File: src/rtl/mat_pkg.sv
`default_nettype none
// ============================================================================
// Module : mat_pkg
// Desc   : Shared matrix dimensions, element/row types and LOAD/DRAIN state.
// Rev    : 1.0  initial release
// ============================================================================
package mat_pkg;

  localparam int DIM   = 5;
  localparam int EW    = 8;
  localparam int ROW_W = DIM * EW;
  localparam int IDX_W = $clog2(DIM);

  typedef logic signed [EW-1:0]       elem_t;
  typedef logic [ROW_W-1:0]           row_t;
  typedef logic [DIM-1:0][ROW_W-1:0]  mat_t;
  typedef logic [IDX_W-1:0]           idx_t;

  typedef enum logic [0:0] {
    LOAD  = 1'b0,
    DRAIN = 1'b1
  } mat_state_e;

  // Element 0 of a row sits in the most significant byte.
  function automatic elem_t row_elem(input row_t row, input int c);
    return row[ROW_W-1-EW*c -: EW];
  endfunction

endpackage
`default_nettype wire

File: src/rtl/mat_col_mux.sv
`default_nettype none
// ============================================================================
// Module : mat_col_mux
// Desc   : Combinational column select; gathers element idx of every row.
// Rev    : 1.0  initial release
// ============================================================================
module mat_col_mux
  import mat_pkg::*;
(
  input  logic [DIM-1:0][ROW_W-1:0] i_rows,
  input  logic [IDX_W-1:0]          i_idx,
  output logic [ROW_W-1:0]          o_col
);

  for (genvar r = 0; r < DIM; r++) begin : g_row
    elem_t w_sel;

    // Out-of-range indices yield zero rather than an undefined slice.
    always_comb begin
      w_sel = '0;
      for (int c = 0; c < DIM; c++) begin
        if (i_idx == IDX_W'(c)) begin
          w_sel = row_elem(i_rows[r], c);
        end
      end
    end

    assign o_col[ROW_W-1-EW*r -: EW] = w_sel;
  end

endmodule
`default_nettype wire

File: src/rtl/mat_col_buffer.sv
`default_nettype none
// ============================================================================
// Module : mat_col_buffer
// Desc   : Accepts a DIMxDIM matrix row by row, returns it column by column.
// Rev    : 1.0  initial release
// ============================================================================
module mat_col_buffer
  import mat_pkg::*;
(
  input  logic             clk,
  input  logic             rst,
  input  logic             in_valid,
  output logic             in_ready,
  input  logic [ROW_W-1:0] in_row,
  output logic             out_valid,
  input  logic             out_ready,
  output logic [ROW_W-1:0] out_col,
  output logic             out_last,
  output logic             busy
);

  localparam idx_t c_last_idx = idx_t'(DIM - 1);

  mat_state_e r_state;
  idx_t       r_row_cnt;
  idx_t       r_col_cnt;
  mat_t       r_buf;
  row_t       r_out_col;

  mat_t       w_buf_next;
  row_t       w_col;
  idx_t       w_col_idx;
  logic       w_in_fire;
  logic       w_out_fire;

  assign in_ready   = (r_state == LOAD);
  assign out_valid  = (r_state == DRAIN);
  assign out_col    = r_out_col;
  assign out_last   = out_valid & (r_col_cnt == c_last_idx);
  assign busy       = (r_state == DRAIN) | (r_row_cnt != '0);

  assign w_in_fire  = in_valid & in_ready;
  assign w_out_fire = out_ready & out_valid;

  // The incoming row is merged before the column select so column 0 can be
  // registered on the same edge that accepts the final row.
  always_comb begin
    w_buf_next = r_buf;
    if (w_in_fire) begin
      w_buf_next[r_row_cnt] = in_row;
    end
  end

  assign w_col_idx = (r_state == LOAD) ? '0 : r_col_cnt + idx_t'(1);

  mat_col_mux u_col_mux (
    .i_rows (w_buf_next),
    .i_idx  (w_col_idx),
    .o_col  (w_col)
  );

  always_ff @(posedge clk or posedge rst) begin
    if (rst) begin
      r_state   <= LOAD;
      r_row_cnt <= '0;
      r_col_cnt <= '0;
      r_buf     <= '0;
      r_out_col <= '0;
    end else begin
      r_buf <= w_buf_next;
      case (r_state)
        LOAD: begin
          if (w_in_fire) begin
            if (r_row_cnt == c_last_idx) begin
              r_row_cnt <= '0;
              r_state   <= DRAIN;
              r_out_col <= w_col;
            end else begin
              r_row_cnt <= r_row_cnt + idx_t'(1);
            end
          end
        end
        DRAIN: begin
          if (w_out_fire) begin
            // The final column stays on out_col after it is taken.
            if (r_col_cnt == c_last_idx) begin
              r_col_cnt <= '0;
              r_state   <= LOAD;
            end else begin
              r_col_cnt <= r_col_cnt + idx_t'(1);
              r_out_col <= w_col;
            end
          end
        end
        default: r_state <= LOAD;
      endcase
    end
  end

endmodule
`default_nettype wire

File: config.mk
export PLATFORM = sky130hd
export DESIGN_NAME = mat_col_buffer
export DESIGN_NICKNAME = d
export VERILOG_FILES = /design/src/rtl/mat_pkg.sv /design/src/rtl/mat_col_mux.sv /design/src/rtl/mat_col_buffer.sv
export SDC_FILE = /design/constraint.sdc
export NUM_CORES = 1
export LEC_CHECK = 0
export CAP_MARGIN = 40
export CELL_PAD_IN_SITES_DETAIL_PLACEMENT = 0
export CELL_PAD_IN_SITES_GLOBAL_PLACEMENT = 2
export CORE_AREA = 2 2 196 150
export DETAILED_ROUTE_END_ITERATION = 10
export DIE_AREA = 0 0 198 152
export PLACE_DENSITY = 0.76
export SKIP_LAST_GASP = 1
export SLEW_MARGIN = 20
export SYNTH_ARGS = -nofsm -noshare
export SYNTH_HDL_FRONTEND = slang
export SYNTH_SLANG_ARGS = --single-unit
export TNS_END_PERCENT = 30
File: constraint.sdc
create_clock -name clk -period 12.2 [get_ports clk]
set_clock_uncertainty 0.2 [all_clocks]
set_input_delay 3.66 -clock clk [delete_from_list [all_inputs] [get_ports clk]]
set_output_delay 3.66 -clock clk [all_outputs]
set_load 0.005 [all_outputs]
## After elaboration in Yosys (flattened, before gate mapping)

Index checks and enable logic that the tools add are counted.

- Register bits: 247
- Input bits: 44
- Output and inout port bits: 44
- Word-level logic and storage cells: 76

- Add/subtract/negate cells: 2
- Magnitude comparators: 2
- Equality and inequality tests: 10
- Multiplexer cells: 42
- Bitwise operators: 5
- Reduce and logical (&&, ||, !) cells: 6

Operators with widths:

| cell | count |
|---|---|
| $bwmux W200 | 1 |
| $mux W200 | 1 |
| $mux W40 | 5 |
| $mux W8 | 25 |
| $demux W40 S3 | 1 |
| $pmux W40 S2 | 1 |
| $eq A3 B3 Y1 const B | 3 |
| $mux W3 | 3 |
| $add A3 B1 Y3 const B | 2 |
| $eq A3 B2 Y1 const B | 2 |
| $ne A2 B1 Y1 const B | 3 |
| $lt A3 B4 Y1 const B | 1 |
| $mux W1 | 4 |
| $reduce_and A2 Y1 | 2 |
| $reduce_and A4 Y1 | 1 |
| $and A1 B1 Y1 | 3 |
| $eq A3 B1 Y1 const B | 1 |
| $ge A3 B1 Y1 const B | 1 |
| $logic_not A3 Y1 | 1 |
| $reduce_bool A3 Y1 | 1 |
| $ne A2 B2 Y1 const B | 1 |
| $pmux W1 S2 | 1 |
| $logic_and A1 B1 Y1 | 1 |
| $not A1 Y1 | 1 |
| $or A1 B1 Y1 | 1 |

## Longest topological paths before layout

Gate-level depths: netlist of the first run.

- Depth in word-level cells: 14
- Gate-level depth with buffers: 10

## By module

From an unflattened synthesis of the first run, not the netlist that was laid out.

- Cells, all modules: 796
- Area total of the unflattened synthesis: 10949.3 µm²

By module, submodules not included:

| module | times used | cells each | area an instance (µm²) | seq. area each (µm²) |
|---|---|---|---|---|
| mat_col_buffer | 1 | 559 | 9349.0 | 6180.9 |
| mat_col_mux | 1 | 237 | 1600.3 | 0.0 |

## Worst setup path before layout of the first run

Ideal clock, no wire load.

- Kind: input to register
- From: in in_valid
- To: reg r_out_col[11], in the netlist out_col[11]
- Setup time: 0.126 ns
- Arrival: 4.904 ns
- Slack: 6.970 ns
- Stages: 6
- Cells stage by stage: nand3b_2 -> nor2_4 -> buf_4 -> mux2_2 -> a221oi_1 -> o21ai_1

RTL lines:

| element | RTL line | source |
|---|---|---|
| start: declaration | mat_col_buffer.sv:12 | `input logic in_valid,` |
| end signal: assignment | mat_col_buffer.sv:77 | `r_out_col <= w_col;` |
| end signal: assignment | mat_col_buffer.sv:91 | `r_out_col <= w_col;` |
| end: declaration | mat_col_buffer.sv:28 | `row_t r_out_col;` |

==> results.md, run 1 <==
| Step | Quantity | Reported |
| --- | --- | --- |
| timing | Share of the clock period used by the worst path | 0.5219 |
| global route | Total overflow reported by the global router | 0 |
| detailed routing | Number of DRC markers after the initial detailed-route iteration | 590 |
| min path | Type of the worst min-delay path | reg2reg |
| clocking | Total clock buffers created by CTS | 25 |
| clocking | Clock tree buffer depth | 3 |
| yosys | Net count after synthesis | 988 |
| floorplan | Total Die Area | 30100 um^2 |
| detailed routing | Routed wire length | 34.77 mm |
| power | Static leakage | 5.740 nW |
| floorplan | Floorplan Core Area | 28440 um^2 |
| setup path | Type of origin of the critical path | primary input |
| yosys | Share of flip-flops with an asynchronous set or reset | 1.000 |
| timing | Hold violation count in the final report | 0 |
| yosys | Count of flip-flops with a built-in enable after synthesis | 0 |
| detailed routing | Wire length per cell after detailed routing | 24.50 um |
| placed design | Worst setup timing slack at the placement stage | 5157 ps |
| clocking | Number of H-tree levels | 1 |
| timing | Setup slack of the critical path after layout | 5833 ps |
| yosys | Most common flop cell mapped by yosys | sky130_fd_sc_hd__dfrtp_1 |
| timing | Tightest Pin Transition | 872.5 ps |
| yosys | Synth Cell Area | 10880 um^2 |
| detailed routing | Residual DRC count | 0 |
| setup path | Arrival time of the worst setup path | 6560 ps |
| placed design | Final GP Congestion | 0.8014 |
| floorplan | Rows | 54 |
| yosys | Proportion of synthesized chip area in sequential cells | 0.5682 |
| clocking | Post-CTS clock slew at the launch and capture registers of the worst setup and hold paths | 60 ps |
| floorplan | Horizontal die dimension | 198 um |
| timing | Final min period | 6367 ps |
| yosys | Number of standard cells after synthesis | 940 |
| global route | Vias in the first global route | 7915 |
| setup path | Type of the worst setup path | in2reg |
| timing | Unrepaired setup endpoints after global routing | no |
| timing | Max-slew headroom at the worst pin | 0.4158 |
| timing | Worst-case hold slack | 261.9 ps |
| clocking | Hold-fix buffer count after cts | 0 |
| yosys | Library cells used by synthesis | 49 |
| finish | Count of placed standard cells in the final layout, fillers left out | 1419 |
| finish | Nets | 1056 |
| global route | All-Layer GR Usage | 0.2329 |
| setup path | Kind of capture point of the worst setup path | register |
| finish | Commonest non-fill, non-tap cell in the layout | sky130_fd_sc_hd__dfrtp_1 |
| placed design | Placed cells | 1372 |
| power | Largest voltage drop on the vdd net | 0.1108 mV |
| detailed routing | Detailed-routing iteration count for the pre-antenna-repair pass | 4 |
| global route | Number of antenna violations at the first check in global routing | 3 |
| finish | Commonest non-fill, non-tap cells in the layout | sky130_fd_sc_hd__dfrtp_1, sky130_fd_sc_hd__nand2_1, sky130_fd_sc_hd__mux2_2 |
| floorplan | Y dimension of the die | 152 um |
| global route | Wire length of the first global-routing pass | 51.93 mm |
| clocking | Insertion delay to the later sink of the worst-skew pair | 520 ps |
| finish | Area growth syn-to-layout | 19.08% |
| finish | Filler cell count | 2704 |
| floorplan | Number of I/O pins | 88 |
| detailed routing | Via-per-instance ratio | 5.616 |
| timing | Pins over their slew limit | 0 |
| run status | Result of the run | completed |
| yosys | Register bit total from synthesis | 247 |
| run | Max-capacitance violation count | 0 |
| detailed routing | Vias after detailed routing | 7969 |
| clocking | Setup Fix Bufs, Post-CTS | 0 |
| timing | Achievable clock frequency | 157.1 MHz |
| setup path | Worst-path fanout max | 29 |
| detailed routing | Remaining antenna violation count | 0 |
| yosys | Avg Synthesized Cell Area | 11.57 um^2 |
| placed design | Port Buffers | 87 |
| clocking | Number of gates given a new drive strength after cts | 0 |
| clocking | CTS root buf | sky130_fd_sc_hd__clkbuf_16 |
| yosys | Number of warnings issued by yosys | 0 |
| global route | Pin count of the biggest net entering global routing | 100 |
| setup path | Critical Path RT | 12390 ps |
| placed design | HPWL after detailed placement | 22.45 mm |
| timing | Final setup TNS | 0 ps |
| power | Power density over cell area | 271.8 nW/um^2 |
| clocking | Clock sink total | 247 |
| timing | Count of endpoints failing setup in the final report | 0 |
| floorplan | Starting density of the core | 0.3824 |
| clocking | TritonCTS clock tree | yes |
| finish | Final standard cell utilization of the core | 0.4554 |
| finish | Proportion of layout cells with a drive suffix above 1 | 0.2047 |
-- critical path, stage by stage --
cell and delay (ps):
sky130_fd_sc_hd__clkdlybuf4s50_1 620, sky130_fd_sc_hd__and3b_1 680, sky130_fd_sc_hd__nand2_2 640, sky130_fd_sc_hd__mux2i_1 370, sky130_fd_sc_hd__inv_1 80, sky130_fd_sc_hd__o21ai_0 350
sky130_fd_sc_hd__o21ai_1 130
-- registers in the layout (all words and copies together) (netlist names) --
name and count:
r_buf 200, out_col 40, r_col_cnt 3, r_row_cnt 3
out_valid 1
-- where the power goes --
part	switching (mW)	total, mW	internal [mW]	leakage, nW
logic	0.814	1.42	0.604	2.30
clock network	0.322	0.742	0.420	0.390
registers	0.159	1.36	1.20	3.05
total	1.30	3.52	2.22	5.74
-- final timing paths --
check	slack, ps	startpoint	end	cells past startpoint
worst max-delay path	5830	in_valid	out_col[18]$_DFFE_PP0P_	7
worst min-delay path	260	r_buf[52]$_DFF_PP0_	r_buf[52]$_DFF_PP0_	2
worst max register to register	8250	r_col_cnt[0]$_DFFE_PP0P_	out_col[38]$_DFFE_PP0P_	7
worst min register to register	260	r_buf[52]$_DFF_PP0_	r_buf[52]$_DFF_PP0_	2
max in group asynchronous	7190	rst	r_buf[175]$_DFF_PP0_	4
min in group asynchronous	3430	rst	r_buf[155]$_DFF_PP0_	2
-- cell families after synthesis --
group | share of synthesized area
AO/OA/AOI/OAI | 0.1426
XOR/XNOR | 0.002301
adder cells (fa/ha/maj) | 0.004601
buffers and inverters | 0.03853
flip-flops | 0.5682
multiplexers | 0.1553
AND/OR/NAND/NOR | 0.08845
-- area by class of cell --
| type | instances | area, um^2 | area share |
|---|---|---|---|
| Inverter | 30 | 120.1 | 0.009273 |
| Sequential cell | 247 | 6181 | 0.4772 |
| Tap cell | 392 | 490.5 | 0.03786 |
| Antenna cell | 1 | 2.502 | 0.0001932 |
| Timing Repair Buffer | 103 | 1064 | 0.08210 |
| Clock buffer | 39 | 748.2 | 0.05776 |
| Multi-Input combinational cell | 601 | 4318 | 0.3333 |
| Clock inverter | 6 | 30.03 | 0.002318 |
-- through the flow --
step | total power, mW | instance area (um^2)
finish | 3.520 | 12950
global route | 3.749 | 12950
CTS | 3.544 | 12930
detailed placement | 2.789 | 12150
global placement | 2.753 | 12070
floorplan | 2.268 | 10880
-- synth_stat cells (17+ instances only) --
master | number | share of area
sky130_fd_sc_hd__dfrtp_1 | 247 | 0.57
sky130_fd_sc_hd__nand2_1 | 136 | 0.047
sky130_fd_sc_hd__mux2_2 | 104 | 0.11
sky130_fd_sc_hd__o21ai_0 | 60 | 0.028
sky130_fd_sc_hd__a21oi_1 | 42 | 0.019
sky130_fd_sc_hd__a221oi_1 | 32 | 0.026
sky130_fd_sc_hd__clkbuf_1 | 31 | 0.011
sky130_fd_sc_hd__inv_1 | 30 | 0.010
sky130_fd_sc_hd__nand3_1 | 30 | 0.014
sky130_fd_sc_hd__mux2i_1 | 24 | 0.022
sky130_fd_sc_hd__o221a_2 | 23 | 0.024
sky130_fd_sc_hd__o21ai_1 | 22 | 0.010
sky130_fd_sc_hd__buf_2 | 17 | 0.0078
-- layer usage --
layer	vias up	wire length [um]	track usage
met4	0	845	0.05800
met5	-	0	0
met3	48	1819	0.03396
met2	226	15780	0.3546
li1	3526	-	-
met1	4169	16320	0.3492
Note: power is estimated with default switching activity, not from simulation.
==> run 2, diff against run 1 <==
==> constraint.sdc (replaced) <==
create_clock -name clk -period 6.25 [get_ports clk]
set_clock_uncertainty 0.2 [all_clocks]
set_input_delay 1.875 -clock clk [delete_from_list [all_inputs] [get_ports clk]]
set_output_delay 1.875 -clock clk [all_outputs]
set_load 0.005 [all_outputs]
==> results.md, run 2 (synthesized netlist as in run 1, its figures left out) <==
| Step | Quantity | Reported | Change |
| --- | --- | --- | --- |
| timing | Max-slew headroom at the worst pin | 0.4510 | +0.03520 |
| setup path | Critical-path cell list | inv_1, ha_1, nand2_1, nor2_1, clkdlybuf4s50_1 |  |
| power | Power density over cell area | 541.3 nW/um^2 | +99% |
| detailed routing | Routed wire length | 35.02 mm | +0.74% |
| clocking | Insertion delay to the later sink of the worst-skew pair | 530 ps | about the same |
| power | Largest voltage drop on the vdd net | 0.2071 mV | +87% |
| finish | Most flop-heavy register | r_buf |  |
| detailed routing | Remaining antenna violation count | 0 | unchanged |
| finish | Commonest non-fill, non-tap cells in the layout | sky130_fd_sc_hd__dfrtp_1, sky130_fd_sc_hd__nand2_1, sky130_fd_sc_hd__mux2_2 |  |
| power | Static leakage | 5.801 nW | +1.1% |
| timing | Unrepaired setup endpoints after global routing | no |  |
| min path | WHS Endpoint | r_buf[51]$_DFF_PP0_ |  |
| floorplan | Rows | 54 | unchanged |
| setup path | Worst-path fanout max | 11 | -62% |
| global route | Total overflow reported by the global router | 0 | unchanged |
| global route | Pin count of the biggest net entering global routing | 92 | -8.0% |
| timing | Tightest Pin Transition | 821.6 ps | -50.92 ps |
| setup path | Flop2flop setup slack | 2370 ps | -5880 ps |
| finish | Number of flip-flops in the largest register | 200 | unchanged |
| floorplan | Number of I/O pins | 88 | unchanged |
| setup path | Kind of capture point of the worst setup path | output pin |  |
| setup path | Reg2reg end | out_col[10]$_DFFE_PP0P_ |  |
| setup path | Type of the worst setup path | reg2out |  |
| placed design | Worst setup timing slack at the placement stage | 1293 ps | -3864 ps |
| placed design | HPWL after detailed placement | 22.75 mm | +1.3% |
| global route | Vias in the first global route | 7987 | +0.91% |
| floorplan | Horizontal die dimension | 198 um | unchanged |
| floorplan | Total Die Area | 30100 um^2 | unchanged |
| setup path | Critical Path RT | 4180 ps | -8210 ps |
| clocking | Clock sink total | 247 | unchanged |
| floorplan | Floorplan Core Area | 28440 um^2 | unchanged |
| setup path | Arrival time of the worst setup path | 2490 ps | -4070 ps |
| timing | Hold violation count in the final report | 0 | unchanged |
| clocking | Post-CTS clock slew at the launch and capture registers of the worst setup and hold paths | 60 ps | about the same |
| setup path | CP peak stage delay | 530 ps | -150 ps |
| timing | Achievable clock frequency | 219.1 MHz |  |
| clocking | Hold-fix buffer count after cts | 0 | unchanged |
| timing | Final setup TNS | 0 ps | unchanged |
| setup path | Cell with the largest stage delay on the worst path | sky130_fd_sc_hd__clkdlybuf4s50_1 |  |
| finish | Area growth syn-to-layout | 20.26% |  |
| timing | Share of the clock period used by the worst path | 0.7303 |  |
| run status | Result of the run | completed |  |
| timing | Worst-case hold slack | 266.3 ps | +4.401 ps |
| timing | Count of endpoints failing setup in the final report | 0 | unchanged |
| global route | All-Layer GR Usage | 0.2361 | +0.003194 |
| detailed routing | Vias after detailed routing | 7973 | +0.050% |
| detailed routing | Detailed-routing iteration count for the pre-antenna-repair pass | 5 | +1 |
| min path | Critical hold path startpoint | r_buf[51]$_DFF_PP0_ |  |
| clocking | Number of gates given a new drive strength after cts | 0 | unchanged |
| detailed routing | Wire length per cell after detailed routing | 24.56 um | +0.24% |
| floorplan | Starting density of the core | 0.3824 | unchanged |
| detailed routing | Via-per-instance ratio | 5.591 | -0.44% |
| timing | Pins over their slew limit | 0 | unchanged |
| floorplan | Y dimension of the die | 152 um | unchanged |
| finish | Nets | 1061 | +0.47% |
| detailed routing | Number of DRC markers after the initial detailed-route iteration | 571 | -3.2% |
| setup path | R2R depth | 7 | unchanged |
| clocking | TritonCTS clock tree | yes |  |
| min path | Type of the worst min-delay path | reg2reg |  |
| clocking | Number of H-tree levels | 1 | unchanged |
| min path | Worst Hold Path Cells | 2 | unchanged |
| global route | Wire length of the first global-routing pass | 52.90 mm | +1.9% |
| clocking | Clock tree buffer depth | 3 | unchanged |
| timing | Setup slack of the critical path after layout | 1686 ps | -4148 ps |
| global route | Number of antenna violations at the first check in global routing | 1 | -2 |
| clocking | Total clock buffers created by CTS | 26 | +4.0% |
| detailed routing | Residual DRC count | 0 | unchanged |
| clocking | CTS root buf | sky130_fd_sc_hd__clkbuf_16 |  |
| setup path | Type of origin of the critical path | register |  |
| finish | Proportion of layout cells with a drive suffix above 1 | 0.2112 | +0.006562 |
| placed design | Port Buffers | 87 | unchanged |
| finish | Commonest non-fill, non-tap cell in the layout | sky130_fd_sc_hd__dfrtp_1 |  |
| timing | Final min period | 4564 ps |  |
| setup path | Launch instance of the worst register-to-register path | r_col_cnt[0]$_DFFE_PP0P_ |  |
| clocking | Setup Fix Bufs, Post-CTS | 0 | unchanged |
| run | Max-capacitance violation count | 0 | unchanged |
| placed design | Final GP Congestion | 0.7765 | -3.1% |
-- run 2: stage by stage --
stage / power [mW] / instance area (um^2) / instances / utilization
6_report: 7.081 / 13080 / 1426 / 0.4599
5_1_grt: 7.525 / 13080 / 1424 / 0.4597
4_1_cts: 7.127 / 13060 / 1423 / 0.4590
3_5_place_dp: 5.430 / 12130 / 1376 / 0.4265
3_3_place_gp: 5.382 / 12130 / 1376 / 0.4265
2_1_floorplan: 4.428 / 10880 / 940 / -
-- run 2: worst max-delay path by stage --
stage / from / cells after the start / slack, ps / endpoint
after floorplan: rst / 1 / 930 / out_col[0]$_DFFE_PP0P_
after global placement: in_valid / 6 / 1330 / out_col[10]$_DFFE_PP0P_
after detailed placement: in_valid / 6 / 1290 / out_col[10]$_DFFE_PP0P_
after CTS: r_col_cnt[0]$_DFFE_PP0P_ / 5 / 1610 / out_last
after global routing: r_col_cnt[0]$_DFFE_PP0P_ / 5 / 1490 / out_last
final: r_col_cnt[0]$_DFFE_PP0P_ / 5 / 1690 / out_last
-- run 2: per-layer routing --
metal,vias up,wire [um],global-route usage
li1,3549,-,-
met1,4141,16500,0.3515
met2,230,16040,0.3685
met3,53,1693,0.02974
met4,0,781,0.05263
met5,-,0,0
-- run 2: power breakdown --
group	total (mW)	internal, mW	leakage, nW	switching [mW]
Sequential	2.65	2.35	3.05	0.304
Combinational	2.75	1.17	2.30	1.59
Clock	1.68	1.02	0.457	0.654
Total	7.08	4.54	5.80	2.54
-- run 2: critical path: cells and delay by family (launching register included) --
kind | cells | cell delay, ps
flip-flops | 1 | 460
AND/OR/NAND/NOR | 2 | 360
adder cells (fa/ha/maj) | 1 | 270
buffers and inverters | 2 | 890
-- run 2: area by class of cell --
class / instances / area (um^2)
antenna: 2 / 5.005
clock buffer: 37 / 773.2
clock inverter: 10 / 152.6
fill: 2686 / 15360
inverter: 30 / 116.4
multi-input combinational: 601 / 4304
sequential: 247 / 6181
tap: 392 / 490.5
timing repair buffer: 107 / 1059
==> run 3, diff against run 2 <==
==> constraint.sdc (replaced) <==
create_clock -name clk -period 4.8 [get_ports clk]
set_clock_uncertainty 0.2 [all_clocks]
set_input_delay 1.44 -clock clk [delete_from_list [all_inputs] [get_ports clk]]
set_output_delay 1.44 -clock clk [all_outputs]
set_load 0.005 [all_outputs]
==> results.md, run 3 (synthesized netlist as in run 1, its figures left out) <==
| Step | Quantity | Reported | Change |
| --- | --- | --- | --- |
| clocking | CTS root buf | sky130_fd_sc_hd__clkbuf_16 |  |
| detailed routing | Sum of met2 wire segment lengths after detailed routing | 15.21 mm | -5.2% |
| timing | Final min period | 4120 ps |  |
| global route | Vias in the first global route | 8009 | +0.28% |
| timing | Share of the clock period used by the worst path | 0.8584 |  |
| finish | Area growth syn-to-layout | 19.97% |  |
| clocking | Clock tree buffer depth | 3 | unchanged |
| finish | Area taken by multi-input logic gates | 4304 um^2 | unchanged |
| clocking | TritonCTS clock tree | yes |  |
| clocking | Number of gates given a new drive strength after cts | 0 | unchanged |
| clocking | Hold-fix buffer count after cts | 0 | unchanged |
| finish | Inserted Diodes | 0 | -2 |
| placed design | DP Area | 12230 um^2 | +0.85% |
| placed design | Port Buffers | 87 | unchanged |
| detailed routing | Number of DRC markers after the initial detailed-route iteration | 747 | +31% |
| clocking | Number of H-tree levels | 1 | unchanged |
| detailed routing | Remaining antenna violation count | 0 | unchanged |
| global route | Total overflow reported by the global router | 0 | unchanged |
| detailed routing | Post-Route M1 WL | 16.53 mm | +0.16% |
| global route | Pin count of the biggest net entering global routing | 144 | +57% |
| detailed routing | Detailed-routing iteration count for the pre-antenna-repair pass | 5 | unchanged |
| power | Power density over cell area | 693.3 nW/um^2 | +28% |
| setup path | Worst-path fanout max | 11 | unchanged |
| timing | Achievable clock frequency | 242.7 MHz |  |
| floorplan | Starting density of the core | 0.3824 | unchanged |
| detailed routing | Wire length on met3 | 1.785 mm | +5.4% |
| floorplan | Horizontal die dimension | 198 um | unchanged |
| clocking | Post-CTS clock slew at the launch and capture registers of the worst setup and hold paths | 60 ps | about the same |
| setup path | Critical-path cell list | inv_1, ha_1, nand2_1, nor2_1, clkdlybuf4s50_1 |  |
| finish | Filler cell count | 2705 | +0.71% |
| clocking | Total clock buffers created by CTS | 25 | -3.8% |
| timing | Tightest Pin Transition | 881.5 ps | +59.91 ps |
| setup path | Kind of capture point of the worst setup path | output pin |  |
| clocking | Clock sink total | 247 | unchanged |
| timing | Unrepaired setup endpoints after global routing | no |  |
| setup path | Critical Path RT | 3160 ps | -1020 ps |
| finish | Commonest non-fill, non-tap cell in the layout | sky130_fd_sc_hd__dfrtp_1 |  |
| placed design | HPWL after detailed placement | 22.78 mm | +0.14% |
| floorplan | Floorplan Core Area | 28440 um^2 | unchanged |
| finish | Most flop-heavy register | r_buf |  |
| detailed routing | Highest layer used for signal routing | met4 |  |
| floorplan | Total Die Area | 30100 um^2 | unchanged |
| timing | Worst-case hold slack | 261.6 ps | -4.687 ps |
| global route | All-Layer GR Usage | 0.2318 | -0.004315 |
| detailed routing | Routed wire length | 34.20 mm | -2.3% |
| setup path | Type of the worst setup path | reg2out |  |
| floorplan | Rows | 54 | unchanged |
| timing | Count of endpoints failing setup in the final report | 0 | unchanged |
| setup path | Arrival time of the worst setup path | 2480 ps | about the same |
| placed design | Worst setup timing slack at the placement stage | 732.6 ps | -560.9 ps |
| placed design | Final GP Congestion | 0.7791 | +0.33% |
| finish | Commonest non-fill, non-tap cells in the layout | sky130_fd_sc_hd__dfrtp_1, sky130_fd_sc_hd__nand2_1, sky130_fd_sc_hd__mux2_2 |  |
| detailed routing | Residual DRC count | 0 | unchanged |
| finish | Nets | 1071 | +0.94% |
| finish | Proportion of layout cells with a drive suffix above 1 | 0.2159 | +0.004691 |
| setup path | Cell family with the largest share of critical-path delay | buffers and inverters |  |
| finish | Seq. cell area | 6181 um^2 | unchanged |
| power | Static leakage | 5.799 nW | about the same |
| setup path | Cell with the largest stage delay on the worst path | sky130_fd_sc_hd__clkdlybuf4s50_1 |  |
| floorplan | Y dimension of the die | 152 um | unchanged |
| global route | Number of antenna violations at the first check in global routing | 1 | unchanged |
| setup path | CP peak stage delay | 540 ps | about the same |
| timing | Final setup TNS | 0 ps | unchanged |
| clocking | Insertion delay to the later sink of the worst-skew pair | 540 ps | about the same |
| finish | Final standard cell utilization of the core | 0.4588 | -0.001100 |
| detailed routing | Vias after detailed routing | 7903 | -0.88% |
| timing | Pins over their slew limit | 0 | unchanged |
| power | Largest voltage drop on the vdd net | 0.2931 mV | +42% |
| floorplan | Number of I/O pins | 88 | unchanged |
| timing | Max-slew headroom at the worst pin | 0.4124 | -0.03864 |
| clocking | Setup Fix Bufs, Post-CTS | 0 | unchanged |
| detailed routing | Via-per-instance ratio | 5.511 | -1.4% |
| setup path | Buffers plus inverters on the worst setup path | 2 | unchanged |
| min path | Type of the worst min-delay path | reg2reg |  |
| run | Max-capacitance violation count | 0 | unchanged |
| detailed routing | Wire length per cell after detailed routing | 23.85 um | -2.9% |
| run status | Result of the run | completed |  |
| timing | Hold violation count in the final report | 0 | unchanged |
| finish | Final design area excluding fillers | 13050 um^2 | -0.24% |
| finish | Number of flip-flops in the largest register | 200 | unchanged |
| timing | Setup slack of the critical path after layout | 679.8 ps | -1006 ps |
| global route | Wire length of the first global-routing pass | 52.03 mm | -1.7% |
| setup path | Type of origin of the critical path | register |  |
## run 3: changes by cell type in the layout (fill, tap and decap cells not counted)
cell and delta:
sky130_fd_sc_hd__diode_2 -2, sky130_fd_sc_hd__clkinvlp_4 -1, sky130_fd_sc_hd__clkinv_2 -3, sky130_fd_sc_hd__clkbuf_16 -2, sky130_fd_sc_hd__clkinv_4 +1, sky130_fd_sc_hd__clkbuf_8 +4
sky130_fd_sc_hd__buf_4 +11, sky130_fd_sc_hd__clkbuf_1 +3, sky130_fd_sc_hd__inv_6 +1, sky130_fd_sc_hd__bufinv_16 -4
## run 3: power breakdown
group	leakage [nW]	switching (mW)	internal, mW
Clock	0.405	0.837	1.12
Combinational	2.35	2.10	1.55
Sequential	3.05	0.392	3.05
Total	5.80	3.32	5.72
## run 3: layer usage
metal	global-route usage	vias up
met5	0	-
met4	0.04583	0
met3	0.03396	39
met2	0.3503	215
met1	0.3543	4079
li1	-	3570
## run 3: tightest hold or removal path, cell delays in order (launching register included)
cell and delay (ps):
sky130_fd_sc_hd__dfrtp_1 320, sky130_fd_sc_hd__nand2_1 60, sky130_fd_sc_hd__nand2_1 50
## run 3: area by class of cell
cell class | count | share of cell area
sequential | 247 | 0.4736
clock buffer | 42 | 0.06050
timing repair buffer | 118 | 0.08744
multi-input combinational | 601 | 0.3298
tap | 392 | 0.03758
inverter | 30 | 0.008917
clock inverter | 4 | 0.002109
## run 3: final timing paths
path                                                from                       to  slack [ps]  depth (start not counted)
worst max-delay path            r_col_cnt[0]$_DFFE_PP0P_                 out_last         680                          5
worst min-delay path                 r_buf[53]$_DFF_PP0_      r_buf[53]$_DFF_PP0_         260                          2
worst max register to register  r_col_cnt[0]$_DFFE_PP0P_  out_col[34]$_DFFE_PP0P_        1420                          6
worst min register to register       r_buf[53]$_DFF_PP0_      r_buf[53]$_DFF_PP0_         260                          2
max in group asynchronous                            rst      out_valid$_DFF_PP0_        2410                          3
min in group asynchronous                            rst     r_buf[145]$_DFF_PP0_        1240                          3
## run 3: through the flow
step / std cells / power (mW)
global placement: 1387 / 7.063
finish: 1434 / 9.047
global route: 1434 / 9.632
floorplan: 940 / 5.766
detailed placement: 1388 / 7.123
CTS: 1434 / 9.104
